--- src/rtl/pipe_ctrl_regs_if.sv ---
// ---------------------------------------------------------------------------
// pipe_ctrl_regs_if
// Bundle of every non-clock/reset signal of the pipeline control-register
// bank for the 5-stage MIPS core.
//   modport slave  : the register bank (pipe_ctrl_regs)
//   modport master : the surrounding datapath / hazard unit that drives the
//                    fetch/decode values and the stall/flush commands
// Fetch side   : PCNextF, InstrF, PCPlus4F -> PCF, InstrD, PCPlus4D
// Decode side  : rsD, rtD, rdD, RegWriteD, MemWriteD, ALUSrcD, MemtoRegD,
//                RegDstD, ALUControlD
// Hazard side  : StallF, StallD, FlushD, FlushE in; rsE, rtE, WriteRegE/M/W,
//                RegWriteE/M/W, MemtoRegE/M/W out
// Counters     : StallCount, FlushCount (zero unless PIPE_PERF_CNT_EN)
// ---------------------------------------------------------------------------
interface pipe_ctrl_regs_if;
  logic [31:0] PCNextF;
  logic        StallF;
  logic        StallD;
  logic        FlushD;
  logic        FlushE;
  logic [31:0] InstrF;
  logic [31:0] PCPlus4F;
  logic [31:0] PCF;
  logic [31:0] InstrD;
  logic [31:0] PCPlus4D;
  logic [4:0]  rsD;
  logic [4:0]  rtD;
  logic [4:0]  rdD;
  logic        RegWriteD;
  logic        MemWriteD;
  logic        ALUSrcD;
  logic [1:0]  MemtoRegD;
  logic [1:0]  RegDstD;
  logic [2:0]  ALUControlD;
  logic [4:0]  rsE;
  logic [4:0]  rtE;
  logic [4:0]  WriteRegE;
  logic [4:0]  WriteRegM;
  logic [4:0]  WriteRegW;
  logic        RegWriteE;
  logic        RegWriteM;
  logic        RegWriteW;
  logic [1:0]  MemtoRegE;
  logic [1:0]  MemtoRegM;
  logic [1:0]  MemtoRegW;
  logic        MemWriteE;
  logic        MemWriteM;
  logic        ALUSrcE;
  logic [2:0]  ALUControlE;
  logic [31:0] StallCount;
  logic [31:0] FlushCount;

  modport slave (
    input  PCNextF, StallF, StallD, FlushD, FlushE, InstrF, PCPlus4F,
           rsD, rtD, rdD, RegWriteD, MemWriteD, ALUSrcD, MemtoRegD,
           RegDstD, ALUControlD,
    output PCF, InstrD, PCPlus4D, rsE, rtE, WriteRegE, WriteRegM, WriteRegW,
           RegWriteE, RegWriteM, RegWriteW, MemtoRegE, MemtoRegM, MemtoRegW,
           MemWriteE, MemWriteM, ALUSrcE, ALUControlE, StallCount, FlushCount
  );

  modport master (
    output PCNextF, StallF, StallD, FlushD, FlushE, InstrF, PCPlus4F,
           rsD, rtD, rdD, RegWriteD, MemWriteD, ALUSrcD, MemtoRegD,
           RegDstD, ALUControlD,
    input  PCF, InstrD, PCPlus4D, rsE, rtE, WriteRegE, WriteRegM, WriteRegW,
           RegWriteE, RegWriteM, RegWriteW, MemtoRegE, MemtoRegM, MemtoRegW,
           MemWriteE, MemWriteM, ALUSrcE, ALUControlE, StallCount, FlushCount
  );
endinterface

--- src/rtl/pipe_ctrl_regs.sv ---
// ---------------------------------------------------------------------------
// pipe_ctrl_regs
// Pipeline-register bank of the 5-stage MIPS core: PC register, IF/ID,
// ID/EX, EX/MEM and MEM/WB control/index registers. Operand data is
// pipelined elsewhere; only control bits and register indices live here.
// Ports:
//   clk   : rising-edge clock for every register
//   reset : asynchronous active-low reset (assert any time, release sync)
//   bus   : pipe_ctrl_regs_if.slave, all fetch/decode/hazard signals
// Parameters:
//   RESET_PC : PC value loaded on reset
//   RA_REG   : destination index selected by RegDst=2'b10 (jal)
// Optional feature macro: PIPE_PERF_CNT_EN builds saturating 32-bit stall
// and bubble counters; without it StallCount/FlushCount are tied to zero.
// ---------------------------------------------------------------------------
module pipe_ctrl_regs #(
  parameter logic [31:0] RESET_PC = 32'h0000_0000,
  parameter logic [4:0]  RA_REG   = 5'd31
) (
  input  logic            clk,
  input  logic            reset,
  pipe_ctrl_regs_if.slave bus
);

  // PC and IF/ID
  logic [31:0] r_pc;
  logic [31:0] r_instr_d;
  logic [31:0] r_pcplus4_d;

  // ID/EX
  logic [4:0]  r_rs_e;
  logic [4:0]  r_rt_e;
  logic [4:0]  r_rd_e;
  logic [1:0]  r_regdst_e;
  logic        r_regwrite_e;
  logic        r_memwrite_e;
  logic [1:0]  r_memtoreg_e;
  logic        r_alusrc_e;
  logic [2:0]  r_aluctl_e;
  logic [4:0]  w_writereg_e;

  // EX/MEM and MEM/WB
  logic [4:0]  r_writereg_m;
  logic        r_regwrite_m;
  logic        r_memwrite_m;
  logic [1:0]  r_memtoreg_m;
  logic [4:0]  r_writereg_w;
  logic        r_regwrite_w;
  logic [1:0]  r_memtoreg_w;

  always_ff @(posedge clk or negedge reset) begin
    if (!reset) begin
      r_pc <= RESET_PC;
    end else if (!bus.StallF) begin
      r_pc <= bus.PCNextF;
    end
  end

  // Stall is tested before flush so a branch waiting on a hazard keeps its
  // own instruction in decode.
  always_ff @(posedge clk or negedge reset) begin
    if (!reset) begin
      r_instr_d   <= '0;
      r_pcplus4_d <= '0;
    end else if (bus.StallD) begin
      r_instr_d   <= r_instr_d;
      r_pcplus4_d <= r_pcplus4_d;
    end else if (bus.FlushD) begin
      r_instr_d   <= '0;
      r_pcplus4_d <= '0;
    end else begin
      r_instr_d   <= bus.InstrF;
      r_pcplus4_d <= bus.PCPlus4F;
    end
  end

  // ID/EX never holds; a flush turns it into an all-zero bubble.
  always_ff @(posedge clk or negedge reset) begin
    if (!reset) begin
      r_rs_e       <= '0;
      r_rt_e       <= '0;
      r_rd_e       <= '0;
      r_regdst_e   <= '0;
      r_regwrite_e <= 1'b0;
      r_memwrite_e <= 1'b0;
      r_memtoreg_e <= '0;
      r_alusrc_e   <= 1'b0;
      r_aluctl_e   <= '0;
    end else if (bus.FlushE) begin
      r_rs_e       <= '0;
      r_rt_e       <= '0;
      r_rd_e       <= '0;
      r_regdst_e   <= '0;
      r_regwrite_e <= 1'b0;
      r_memwrite_e <= 1'b0;
      r_memtoreg_e <= '0;
      r_alusrc_e   <= 1'b0;
      r_aluctl_e   <= '0;
    end else begin
      r_rs_e       <= bus.rsD;
      r_rt_e       <= bus.rtD;
      r_rd_e       <= bus.rdD;
      r_regdst_e   <= bus.RegDstD;
      r_regwrite_e <= bus.RegWriteD;
      r_memwrite_e <= bus.MemWriteD;
      r_memtoreg_e <= bus.MemtoRegD;
      r_alusrc_e   <= bus.ALUSrcD;
      r_aluctl_e   <= bus.ALUControlD;
    end
  end

  // Destination select from registered ID/EX state; 2'b11 is unused and
  // yields register 0 (never forwarded by the hazard unit).
  always_comb begin
    w_writereg_e = '0;
    case (r_regdst_e)
      2'b00:   w_writereg_e = r_rt_e;
      2'b01:   w_writereg_e = r_rd_e;
      2'b10:   w_writereg_e = RA_REG;
      default: w_writereg_e = '0;
    endcase
  end

  always_ff @(posedge clk or negedge reset) begin
    if (!reset) begin
      r_writereg_m <= '0;
      r_regwrite_m <= 1'b0;
      r_memwrite_m <= 1'b0;
      r_memtoreg_m <= '0;
      r_writereg_w <= '0;
      r_regwrite_w <= 1'b0;
      r_memtoreg_w <= '0;
    end else begin
      r_writereg_m <= w_writereg_e;
      r_regwrite_m <= r_regwrite_e;
      r_memwrite_m <= r_memwrite_e;
      r_memtoreg_m <= r_memtoreg_e;
      r_writereg_w <= r_writereg_m;
      r_regwrite_w <= r_regwrite_m;
      r_memtoreg_w <= r_memtoreg_m;
    end
  end

`ifdef PIPE_PERF_CNT_EN
  logic [31:0] r_stall_cnt;
  logic [31:0] r_flush_cnt;

  // Both counters stick at all-ones instead of wrapping.
  always_ff @(posedge clk or negedge reset) begin
    if (!reset) begin
      r_stall_cnt <= '0;
      r_flush_cnt <= '0;
    end else begin
      if (bus.StallD && (r_stall_cnt != 32'hFFFF_FFFF)) begin
        r_stall_cnt <= r_stall_cnt + 32'd1;
      end
      if (bus.FlushE && (r_flush_cnt != 32'hFFFF_FFFF)) begin
        r_flush_cnt <= r_flush_cnt + 32'd1;
      end
    end
  end

  assign bus.StallCount = r_stall_cnt;
  assign bus.FlushCount = r_flush_cnt;
`else
  assign bus.StallCount = '0;
  assign bus.FlushCount = '0;
`endif

  assign bus.PCF         = r_pc;
  assign bus.InstrD      = r_instr_d;
  assign bus.PCPlus4D    = r_pcplus4_d;
  assign bus.rsE         = r_rs_e;
  assign bus.rtE         = r_rt_e;
  assign bus.WriteRegE   = w_writereg_e;
  assign bus.RegWriteE   = r_regwrite_e;
  assign bus.MemWriteE   = r_memwrite_e;
  assign bus.MemtoRegE   = r_memtoreg_e;
  assign bus.ALUSrcE     = r_alusrc_e;
  assign bus.ALUControlE = r_aluctl_e;
  assign bus.WriteRegM   = r_writereg_m;
  assign bus.RegWriteM   = r_regwrite_m;
  assign bus.MemWriteM   = r_memwrite_m;
  assign bus.MemtoRegM   = r_memtoreg_m;
  assign bus.WriteRegW   = r_writereg_w;
  assign bus.RegWriteW   = r_regwrite_w;
  assign bus.MemtoRegW   = r_memtoreg_w;

endmodule

--- src/flat_wrapper.sv ---
// flat-port wrapper written by rule: the top's interface ports become plain ports
module pipe_ctrl_regs_flat 
#(
  parameter logic [31:0] RESET_PC = 32'h0000_0000,
  parameter logic [4:0]  RA_REG   = 5'd31
)
  (clk, reset, bus_PCNextF, bus_StallF, bus_StallD, bus_FlushD, bus_FlushE, bus_InstrF, bus_PCPlus4F, bus_rsD, bus_rtD, bus_rdD, bus_RegWriteD, bus_MemWriteD, bus_ALUSrcD, bus_MemtoRegD, bus_RegDstD, bus_ALUControlD, bus_PCF, bus_InstrD, bus_PCPlus4D, bus_rsE, bus_rtE, bus_WriteRegE, bus_WriteRegM, bus_WriteRegW, bus_RegWriteE, bus_RegWriteM, bus_RegWriteW, bus_MemtoRegE, bus_MemtoRegM, bus_MemtoRegW, bus_MemWriteE, bus_MemWriteM, bus_ALUSrcE, bus_ALUControlE, bus_StallCount, bus_FlushCount);
  pipe_ctrl_regs_if bus_i ();
  input  logic clk;
  input  logic reset;
  input wire logic [$bits(bus_i.PCNextF)-1:0] bus_PCNextF;
  input wire logic [$bits(bus_i.StallF)-1:0] bus_StallF;
  input wire logic [$bits(bus_i.StallD)-1:0] bus_StallD;
  input wire logic [$bits(bus_i.FlushD)-1:0] bus_FlushD;
  input wire logic [$bits(bus_i.FlushE)-1:0] bus_FlushE;
  input wire logic [$bits(bus_i.InstrF)-1:0] bus_InstrF;
  input wire logic [$bits(bus_i.PCPlus4F)-1:0] bus_PCPlus4F;
  input wire logic [$bits(bus_i.rsD)-1:0] bus_rsD;
  input wire logic [$bits(bus_i.rtD)-1:0] bus_rtD;
  input wire logic [$bits(bus_i.rdD)-1:0] bus_rdD;
  input wire logic [$bits(bus_i.RegWriteD)-1:0] bus_RegWriteD;
  input wire logic [$bits(bus_i.MemWriteD)-1:0] bus_MemWriteD;
  input wire logic [$bits(bus_i.ALUSrcD)-1:0] bus_ALUSrcD;
  input wire logic [$bits(bus_i.MemtoRegD)-1:0] bus_MemtoRegD;
  input wire logic [$bits(bus_i.RegDstD)-1:0] bus_RegDstD;
  input wire logic [$bits(bus_i.ALUControlD)-1:0] bus_ALUControlD;
  output wire logic [$bits(bus_i.PCF)-1:0] bus_PCF;
  output wire logic [$bits(bus_i.InstrD)-1:0] bus_InstrD;
  output wire logic [$bits(bus_i.PCPlus4D)-1:0] bus_PCPlus4D;
  output wire logic [$bits(bus_i.rsE)-1:0] bus_rsE;
  output wire logic [$bits(bus_i.rtE)-1:0] bus_rtE;
  output wire logic [$bits(bus_i.WriteRegE)-1:0] bus_WriteRegE;
  output wire logic [$bits(bus_i.WriteRegM)-1:0] bus_WriteRegM;
  output wire logic [$bits(bus_i.WriteRegW)-1:0] bus_WriteRegW;
  output wire logic [$bits(bus_i.RegWriteE)-1:0] bus_RegWriteE;
  output wire logic [$bits(bus_i.RegWriteM)-1:0] bus_RegWriteM;
  output wire logic [$bits(bus_i.RegWriteW)-1:0] bus_RegWriteW;
  output wire logic [$bits(bus_i.MemtoRegE)-1:0] bus_MemtoRegE;
  output wire logic [$bits(bus_i.MemtoRegM)-1:0] bus_MemtoRegM;
  output wire logic [$bits(bus_i.MemtoRegW)-1:0] bus_MemtoRegW;
  output wire logic [$bits(bus_i.MemWriteE)-1:0] bus_MemWriteE;
  output wire logic [$bits(bus_i.MemWriteM)-1:0] bus_MemWriteM;
  output wire logic [$bits(bus_i.ALUSrcE)-1:0] bus_ALUSrcE;
  output wire logic [$bits(bus_i.ALUControlE)-1:0] bus_ALUControlE;
  output wire logic [$bits(bus_i.StallCount)-1:0] bus_StallCount;
  output wire logic [$bits(bus_i.FlushCount)-1:0] bus_FlushCount;
  assign bus_i.PCNextF = bus_PCNextF;
  assign bus_i.StallF = bus_StallF;
  assign bus_i.StallD = bus_StallD;
  assign bus_i.FlushD = bus_FlushD;
  assign bus_i.FlushE = bus_FlushE;
  assign bus_i.InstrF = bus_InstrF;
  assign bus_i.PCPlus4F = bus_PCPlus4F;
  assign bus_i.rsD = bus_rsD;
  assign bus_i.rtD = bus_rtD;
  assign bus_i.rdD = bus_rdD;
  assign bus_i.RegWriteD = bus_RegWriteD;
  assign bus_i.MemWriteD = bus_MemWriteD;
  assign bus_i.ALUSrcD = bus_ALUSrcD;
  assign bus_i.MemtoRegD = bus_MemtoRegD;
  assign bus_i.RegDstD = bus_RegDstD;
  assign bus_i.ALUControlD = bus_ALUControlD;
  assign bus_PCF = bus_i.PCF;
  assign bus_InstrD = bus_i.InstrD;
  assign bus_PCPlus4D = bus_i.PCPlus4D;
  assign bus_rsE = bus_i.rsE;
  assign bus_rtE = bus_i.rtE;
  assign bus_WriteRegE = bus_i.WriteRegE;
  assign bus_WriteRegM = bus_i.WriteRegM;
  assign bus_WriteRegW = bus_i.WriteRegW;
  assign bus_RegWriteE = bus_i.RegWriteE;
  assign bus_RegWriteM = bus_i.RegWriteM;
  assign bus_RegWriteW = bus_i.RegWriteW;
  assign bus_MemtoRegE = bus_i.MemtoRegE;
  assign bus_MemtoRegM = bus_i.MemtoRegM;
  assign bus_MemtoRegW = bus_i.MemtoRegW;
  assign bus_MemWriteE = bus_i.MemWriteE;
  assign bus_MemWriteM = bus_i.MemWriteM;
  assign bus_ALUSrcE = bus_i.ALUSrcE;
  assign bus_ALUControlE = bus_i.ALUControlE;
  assign bus_StallCount = bus_i.StallCount;
  assign bus_FlushCount = bus_i.FlushCount;
  pipe_ctrl_regs #(.RESET_PC(RESET_PC), .RA_REG(RA_REG)) u_core (.clk(clk), .reset(reset), .bus(bus_i));
endmodule
--- config.mk ---
export PLATFORM = sky130hd
export DESIGN_NAME = pipe_ctrl_regs_flat
export DESIGN_NICKNAME = d
export VERILOG_FILES = /design/src/rtl/pipe_ctrl_regs_if.sv /design/src/rtl/pipe_ctrl_regs.sv /design/src/flat_wrapper.sv
export SDC_FILE = /design/constraint.sdc
export NUM_CORES = 1
export LEC_CHECK = 0
export CORE_AREA = 2 2 128 130
export CTS_CLUSTER_DIAMETER = 30
export DETAILED_ROUTE_END_ITERATION = 16
export DIE_AREA = 0 0 130 132
export PLACE_DENSITY = 0.78
export SYNTH_ARGS = -nofsm -noshare
export SYNTH_HDL_FRONTEND = slang
export SYNTH_SLANG_ARGS = --single-unit
--- constraint.sdc ---
create_clock -name clk -period 1.61 [get_ports clk]
set_clock_uncertainty 0.1 [all_clocks]
set_input_delay 0.161 -clock clk [delete_from_list [all_inputs] [get_ports clk]]
set_output_delay 0.161 -clock clk [all_outputs]
set_load 0.02 [all_outputs]
## Word-level counts from Yosys, hierarchy flattened

Index checks and enable logic that the tools add are counted.

| operators by class | value |
|---|---|
| equal/unequal tests | 2 |
| mux-type cells | 12 |
| reductions and logical operators | 1 |

Operator list:

| operator | number |
|---|---|
| two-way mux 32 bit | 2 |
| two-way mux 5 bit | 3 |
| one-hot mux 5 bit (3 select lines) | 1 |
| two-way mux 2 bit | 2 |
| two-way mux 1 bit | 3 |
| two-way mux 3 bit | 1 |
| == test 2 x 1 -> 1 bit (second input constant) | 1 |
| == test 2 bit (second input constant) | 1 |
| zero test 2 bit | 1 |

| word-level totals | value |
|---|---|
| register bits after elaboration | 138 |
| input bits | 127 |
| output and inout port bits | 200 |
| word-level logic and storage cells | 34 |

## Depth between registers and ports, before layout

Gate-level depths: netlist (run 1).

| depth | value |
|---|---|
| depth after elaboration | 2 |
| gate-level depth with buffers | 4 |
| mapped depth without buffers | 2 |

## Least setup slack after synthesis (run 1)

OpenSTA, ideal clock, no wires.

| timing path | value |
|---|---|
| path type | reg-to-reg |
| start | reg u_core.r_regdst_e[1] |
| end | reg u_core.r_writereg_m[0] (netlist: u_core.bus.WriteRegM[0]) |
| library setup time | 165 ps |
| data arrival time | 917 ps |
| required time | 1345 ps |
| path slack | 427 ps |
| stages on the path, launching flop included | 3 |
| path buffers | 0 |
| period minus slack after synthesis | 1183 ps |
| cell sequence | dfrtp_1 and2b_1 o2bb2ai_1 |

| between the ends | value |
|---|---|
| longest elaborated chain between the ends | 2 |
| elaborated cells on any way between the ends | 4 |
| classes of those cells | eq/ne (2); mux (1); reduce/logical (1) |

RTL lines:

| what | RTL line | text |
|---|---|---|
| start: declaration | pipe_ctrl_regs.sv:34 | `logic [1:0] r_regdst_e;` |
| start signal: assignment | pipe_ctrl_regs.sv:103 | `r_regdst_e <= bus.RegDstD;` |
| == test 2 bit (tied with other cells) | pipe_ctrl_regs.sv:116 | `case (r_regdst_e)` |
| one-hot mux 5 bit (3 select lines) (*) | pipe_ctrl_regs.sv:116 |  |
| net bus_WriteRegE[0] | flat_wrapper.sv:32 | `output wire logic [$bits(bus_i.WriteRegE)-1:0] bus_WriteRegE;` |
| end signal: assignment | pipe_ctrl_regs.sv:134 | `r_writereg_m <= w_writereg_e;` |
| end: declaration | pipe_ctrl_regs.sv:43 | `logic [4:0] r_writereg_m;` |

The timed path passes the listed nets; every way through them passes the cells marked *.
A chain may end at the register's enable or synchronous reset.

## Worst setup path in the final report (run 1)

| timing path | value |
|---|---|
| start | reg u_core.r_regdst_e[1] |
| end | out bus_WriteRegE[0] |

| between the ends | value |
|---|---|
| longest elaborated chain between the ends | 2 |
| elaborated cells on any way between the ends | 4 |
| classes of those cells | eq/ne (2); mux (1); reduce/logical (1) |

RTL lines:

| what | RTL line |
|---|---|
| == test 2 bit (tied with other cells) | pipe_ctrl_regs.sv:116 |
| one-hot mux 5 bit (3 select lines) (*) | pipe_ctrl_regs.sv:116 |
| end: declaration | flat_wrapper.sv:32 |

Mark *: on every way between the ends. The rest lies on a longest branch, timed or not.

==> results of run 1 <==
[power by group]
part	internal, µW	switching, µW	total, µW	leakage, µW
Sequential	3740	131	3870	0.00174
Clock	2220	1530	3750	0.000274
Combinational	821	952	1770	0.00242
[through the flow]
step	setup slack (ns)	hold WS (ns)	util	area, µm²	std cells
after floorplan	0.4273	-0.2346	-	6042	553
after global placement	-0.09239	0.01804	0.5384	8459	955
after detailed placement	-0.1383	0.02227	0.5384	8459	955
after CTS	-0.1090	0.04111	0.5663	8897	988
after global routing	-0.1074	0.07078	0.5694	8946	989
final	-0.06856	0.05529	0.5694	8946	989
[critical path, stage by stage, from the launching register on]
cell and delay (ns):
dfrtp_1 0.39, and2b_4 0.32, o2bb2ai_2 0.15, buf_6 0.15
[cell type report]
| type | instances | area (µm²) |
|---|---|---|
| repair buffers | 280 | 2679 |
| well taps | 216 | 270.3 |
| multi-input cells | 324 | 1973 |
| clock buffers | 19 | 452.9 |
| clock inverters | 12 | 117.6 |
| fillers | 1401 | 6766 |
| flip-flops and latches | 138 | 3453 |
[what timing repair did]
action / 4_1_cts / 5_1_grt
hold buffers: 1 / 0
buffers inserted: 1 / 1
pin swaps: 0 / 0
gates resized for setup: 161 / 9
hold endpoints to repair: 138 / 0
setup endpoints to repair: 136 / 5
[cells in the final DEF, fill, tap and decap left out]
| cell type | n |
|---|---|
| dfrtp_1 | 138 |
| dlygate4sd2_1 | 131 |
| clkdlybuf4s50_1 | 122 |
| nand2b_1 | 64 |
| nand2_1 | 64 |
| conb_1 | 64 |
| o21ai_1 | 62 |
| mux2_4 | 30 |
| and2b_1 | 19 |
| clkbuf_16 | 17 |
| buf_4 | 11 |
| buf_12 | 7 |
| nor2b_1 | 6 |
| buf_6 | 6 |
| nor2_1 | 4 |
| o2bb2ai_2 | 4 |
| clkinvlp_4 | 3 |
| clkinv_4 | 3 |
| o21ai_0 | 2 |
| mux2_2 | 2 |
| clkinv_2 | 2 |
| inv_6 | 2 |
| clkbuf_8 | 2 |
| buf_2 | 2 |
| and2b_4 | 1 |
| nor2_2 | 1 |
| o2bb2ai_4 | 1 |
| bufinv_16 | 1 |
| inv_8 | 1 |
| dlygate4sd3_1 | 1 |
[routing by layer]
metal,part of all wire,vias up,GRT usage
met4,0.031,0,0.08303
met1,0.40,1960,0.2076
met5,0,-,0
li1,-,1993,-
met3,0.073,32,0.05357
met2,0.50,174,0.2958
[registers in the layout, summed over array words and instances (netlist names)]
signal	count
u_core.bus.MemtoRegE	2
u_core.bus.RegWriteM	1
u_core.bus.ALUControlE	3
u_core.r_rd_e	5
u_core.bus.RegWriteE	1
u_core.bus.rsE	5
u_core.bus.rtE	5
u_core.bus.MemtoRegM	2
u_core.bus.MemWriteE	1
u_core.bus.ALUSrcE	1
u_core.bus.PCF	32
u_core.bus.PCPlus4D	32
u_core.bus.WriteRegM	5
u_core.bus.WriteRegW	5
u_core.r_regdst_e	2
u_core.bus.MemtoRegW	2
u_core.bus.RegWriteW	1
u_core.bus.InstrD	32
u_core.bus.MemWriteM	1
[cells by family after synthesis]
logic type             share of synthesized area
AOI/OAI and AO/OA                        0.06272
buffers and inverters                     0.1144
DFF                                       0.5948
muxes                                    0.08146
other                                  0.0006459
and+or+nand+nor                           0.1459
[worst paths after layout]
check | start | slack, ns | end
max | u_core.r_regdst_e[1]$_DFF_PN0_ | -0.07 | bus_WriteRegE[0]
min | bus_StallD | 0.06 | u_core.bus.InstrD[10]$_DFFE_PN0N_
max reg2reg | u_core.r_regdst_e[1]$_DFF_PN0_ | 0.38 | u_core.bus.WriteRegM[2]$_DFF_PN0_
min reg2reg | u_core.bus.WriteRegM[3]$_DFF_PN0_ | 0.27 | u_core.bus.WriteRegW[3]$_DFF_PN0_
max in group asynchronous | reset | 0.68 | u_core.bus.PCF[24]$_DFFE_PN0N_
min in group asynchronous | reset | 0.14 | u_core.bus.PCF[7]$_DFFE_PN0N_
==> summary.md, run 1 <==
| Metric | Value |
|---|---|
| Net count reported at finish | `about 900` |
| Clock tree sinks | `about 140` |
| Clock transition at path regs | `0.06 ns` |
| WP data arrival | `around 1.4 ns` |
| Yosys top cell area share | `0.5948` |
| Setup TNS | `-0.2734 ns` |
| Clock Path Buffers | `2` |
| Die ar. | `17,160 µm²` |
| CP startpoint kind | `register` |
| Top post-synthesis cells by count | `138 x dfrtp_1, 64 x buf_4, 64 x nand2_1, 64 x nand2b_1, 62 x o21ai_1` |
| IO Count | `327` |
| TritonRoute pass-1 iters | `4` |
| Wire per inst | `15.04 µm` |
| Initial core utilization | `0.3695` |
| Die H | `132 µm` |
| YS warnings | `0` |
| Final period util | `1.043` |
| Final WL | `14,870 µm` |
| Final HPWL DP | `between 10,000 and 15,000 µm` |
| Area Growth Syn to Fin | `54.09%` |
| Mapped Area | `5806 µm²` |
| Pleak | `0.004436 µW` |
| Total Power | `9388 µW` |
| Final setup viols | `5` |
| Hold Path Cell Cnt | `3` |
| Most frequent cell after synthesis | `dfrtp_1` |
| CTS tree | `yes` |
| Vias per cell | `4.205` |
| Diode count | `0` |
| Setup ws final | `-0.06856 ns` |
| Fmax | `0.5958 GHz` |
| Cell Rows | `46` |
| Required time of the worst setup path | `1.35 ns` |
| # port buffers | `about 260` |
| Clock latency on the worst-skew pair | `approximately 0.42 ns` |
| Dominant cell type by area after synthesis | `dfrtp_1` |
| Initial drt markers | `between 150 and 200` |
| Final Hold Fails | `0` |
| Largest net degree at the start of global routing | `65` |
| Synth Instances | `490` |
| Routed Antenna Nets | `0` |
| Core area | `15,710 µm²` |
| Clock root cell | `clkbuf_16` |
| Hold WC Path Type | `in -> reg` |
| Ys async rst share | `1.000` |
| Worst Setup End Kind | `output pin` |
| Share of layout cells above drive strength 1 | `0.1242` |
| GRT Util Overall | `0.1773` |
| #FFs+latches synth | `138` |
| TritonCTS Buffers | `17` |
| Total global routing overflow | `0` |
| Gpl congestion | `0.7555` |
| Vias | `4,159` |
| CP Max Fanout | `5` |
| Initial antenna violation count | `0` |
| Syn_area_per_cell | `11.85 µm²` |
| Failing checks | `negative setup slack` |
| Critical path type | `reg -> out` |
| Status | `finished, violations left` |
| Maxcap violations | `0` |
| Synth unique cells | `18` |
| RSZ-0062 raised after global routing | `yes` |
| Post-synth EDFFs | `0` |
| Maximum vdd ir drop | `between 0.6 and 0.7 mV` |
| First-pass GRT wire length | `23,260 µm` |
| R2R cell count | `5` |
| Slew Viols, Final | `0` |
| Vias in the first global route | `4,259` |
| Remaining DRCs | `0` |
| DIE WIDTH | `130 µm` |
| H-tree depth | `4` |
| PD cells | `1049 nW/µm²` |
| Fin crit period | `1.679 ns` |
| Post-synthesis sequential area ratio | `0.5948` |
| Ranking of synthesized cells by area | `dfrtp_1 59%, buf_4 8.3%, mux2_4 7.8%` |
| Most common flop cell mapped by yosys | `dfrtp_1` |
Note: power is estimated with default switching activity, not from simulation.
==> run 2, diff against run 1 <==
--- a/config.mk
+++ b/config.mk
@@ -9,7 +9,7 @@
 export CTS_CLUSTER_DIAMETER = 30
 export DETAILED_ROUTE_END_ITERATION = 16
 export DIE_AREA = 0 0 130 132
-export PLACE_DENSITY = 0.78
+export PLACE_DENSITY_LB_ADDON = 0.1
 export SYNTH_ARGS = -nofsm -noshare
 export SYNTH_HDL_FRONTEND = slang
 export SYNTH_SLANG_ARGS = --single-unit
==> run 2 against run 1 <==
Net effect:
- the flow still finishes with violations (negative setup slack)
- highest routed layer unchanged
- cell area shrank 0.41%
- setup slack gained 0.024 ns
- wire length shrank 2.1%
- die area is the same
- clock-buffer cell count is the same
- critical endpoint is now bus_WriteRegE[2]
==> summary.md, run 2 (same netlist as run 1, synthesis figures left out) <==
| Metric | Value |
|---|---|
| Status | `finished, violations left` |
| Failing checks | `negative setup slack` |
| Area Growth Syn to Fin | `53.47%` |
| Critical path type | `reg -> out` |
| Initial core utilization | `0.3695 (unchanged)` |
| Maximum vdd ir drop | `0.6255 mV (-6.8%)` |
| WP data arrival | `1.39 ns (-0.03 ns)` |
| # port buffers | `262 (unchanged)` |
| RSZ-0062 raised after global routing | `yes` |
| Wire per inst | `14.80 µm (-1.6%)` |
| Clock latency on the worst-skew pair | `0.41 ns (about the same)` |
| Area of the multi-input gates | `1973 µm² (unchanged)` |
| CTS tree | `yes` |
| PD cells | `1072 nW/µm² (+2.2%)` |
| Hold WC Path Type | `in -> async` |
| Total Power | `9554 µW (+1.8%)` |
| Share of layout cells above drive strength 1 | `0.1146 (-0.009608)` |
| Final Hold Fails | `0 (unchanged)` |
| Vias in the first global route | `4,240 (-0.45%)` |
| TritonRoute pass-1 iters | `4 (unchanged)` |
| Largest net degree at the start of global routing | `129 (+98%)` |
| Die ar. | `17,160 µm² (unchanged)` |
| Slowest Stage Delay on Critical Path | `0.37 ns (-0.02 ns)` |
| CP Max Fanout | `5 (unchanged)` |
| Final period util | `1.028 (-0.01472)` |
| Clock transition at path regs | `0.06 ns (about the same)` |
| Initial antenna violation count | `0 (unchanged)` |
| IO Count | `327 (unchanged)` |
| Vias | `4,148 (-0.26%)` |
| Setup ws final | `-0.04486 ns (+0.02370 ns)` |
| Register area | `3453 µm² (unchanged)` |
| Fill count | `1,423 (+1.6%)` |
| Slowest CP cell | `dfrtp_1` |
| Setup TNS | `-0.1926 ns (+0.08083 ns)` |
| Maxcap violations | `0 (unchanged)` |
| Clock tree sinks | `138 (unchanged)` |
| Dpl ws | `-0.1054 ns (+0.03288 ns)` |
| Core area | `15,710 µm² (unchanged)` |
| Setup repair bufs after CTS | `0 (-1)` |
| Most common cell after layout, fill and taps aside | `dfrtp_1` |
| Net count reported at finish | `882 (-0.68%)` |
| Total global routing overflow | `0 (unchanged)` |
| Die H | `132 µm (unchanged)` |
| Cell Rows | `46 (unchanged)` |
| Hold_ws | `0.08713 ns (+0.03184 ns)` |
| Fmax | `0.6043 GHz (+1.4%)` |
| R2R cell count | `2 (-3)` |
| H-tree depth | `4 (unchanged)` |
| Final HPWL DP | `10,660 µm (-2.4%)` |
| TritonCTS Buffers | `17 (unchanged)` |
| Worst-path cell chain | `and2b_4 > o2bb2ai_2 > buf_6` |
| Layout Cell Area excl Fill | `8910 µm² (-0.41%)` |
| Fin crit period | `1.655 ns (-0.02370 ns)` |
| Final setup viols | `5 (unchanged)` |
| CP startpoint kind | `register` |
| Most frequent cells in the layout | `138 x dfrtp_1, 131 x dlygate4sd2_1, 123 x clkdlybuf4s50_1` |
| Pleak | `0.004409 µW (-0.63%)` |
| GRT Util Overall | `0.1718 (-0.005501)` |
| Required time of the worst setup path | `1.35 ns (about the same)` |
| DP Area | `8409 µm² (-0.59%)` |
| Vias per cell | `4.215 (+0.24%)` |
| Worst Setup End Kind | `output pin` |
| First-pass GRT wire length | `22,530 µm (-3.1%)` |
| Gpl congestion | `0.7746 (+2.5%)` |
| Clock Path Buffers | `2 (unchanged)` |
| Slew Viols, Final | `0 (unchanged)` |
| Diode count | `0 (unchanged)` |
| Routed Antenna Nets | `0 (unchanged)` |
| Initial drt markers | `178 (+6.0%)` |
| Clock root cell | `clkbuf_16` |
| Remaining DRCs | `0 (unchanged)` |
| DIE WIDTH | `130 µm (unchanged)` |
| Final WL | `14,560 µm (-2.1%)` |
-- run 2: cell count changes in the layout (fill, tap and decap cells not counted) --
| cell | previous run | this run |
|---|---|---|
| inv_6 | 2 | 4 |
| clkdlybuf4s50_1 | 122 | 123 |
| clkinv_4 | 3 | 1 |
| clkbuf_8 | 2 | 0 |
| inv_8 | 1 | 0 |
| buf_4 | 11 | 7 |
| buf_2 | 2 | 1 |
| bufinv_16 | 1 | 3 |
| buf_12 | 7 | 5 |
| clkbuf_1 | 0 | 2 |
-- run 2: layer usage --
layer  vias to the layer above  track usage  part of all wire
li1                       1976            -                 -
met5                         -            0                 0
met1                      1938       0.1741              0.35
met3                        36      0.05966             0.093
met4                         0      0.08722             0.035
met2                       198       0.3077              0.52
-- run 2: area by class of cell --
cell class                 instances  share of cell area
tap                              216             0.03033
clock inverter                    13             0.01868
timing repair buffer             274              0.2934
clock buffer                      19             0.04859
sequential                       138              0.3876
multi-input combinational        324              0.2215
-- run 2: metrics by stage --
step | utilization | cells
2_1_floorplan | - | 553
3_3_place_gp | 0.5352 | 951
3_5_place_dp | 0.5352 | 951
4_1_cts | 0.5651 | 984
5_1_grt | 0.5670 | 984
6_report | 0.5670 | 984
-- run 2: final timing paths --
path | from | endpoint | slack [ns]
max | u_core.r_regdst_e[1]$_DFF_PN0_ | bus_WriteRegE[2] | -0.04
min | reset | u_core.bus.rtE[0]$_DFF_PN0_ | 0.09
max reg2reg | u_core.r_regdst_e[1]$_DFF_PN0_ | u_core.bus.WriteRegM[2]$_DFF_PN0_ | 0.59
min reg2reg | u_core.bus.RegWriteE$_DFF_PN0_ | u_core.bus.RegWriteM$_DFF_PN0_ | 0.27
max in group asynchronous | reset | u_core.bus.MemtoRegM[0]$_DFF_PN0_ | 0.75
min in group clk | bus_rsD[2] | u_core.bus.rsE[2]$_DFF_PN0_ | 0.19
-- run 2: power by group --
group	total (µW)	switching, µW	internal (µW)
clock network	3940	1490	2450
logic	1750	947	801
registers	3860	125	3740
-- run 2: critical path: cells and delay by family, from the launching register on --
kind            cells  cell delay, ns
flops               1            0.37
simple gates        1            0.32
buf+inv             1            0.15
compound gates      1            0.14
-- run 2: what timing repair did --
item | in CTS | in global routing
setup endpoints to repair | 136 | 5
hold endpoints to repair | 138 | 0
hold buffers | 1 | 0
gates resized for setup | 164 | 6
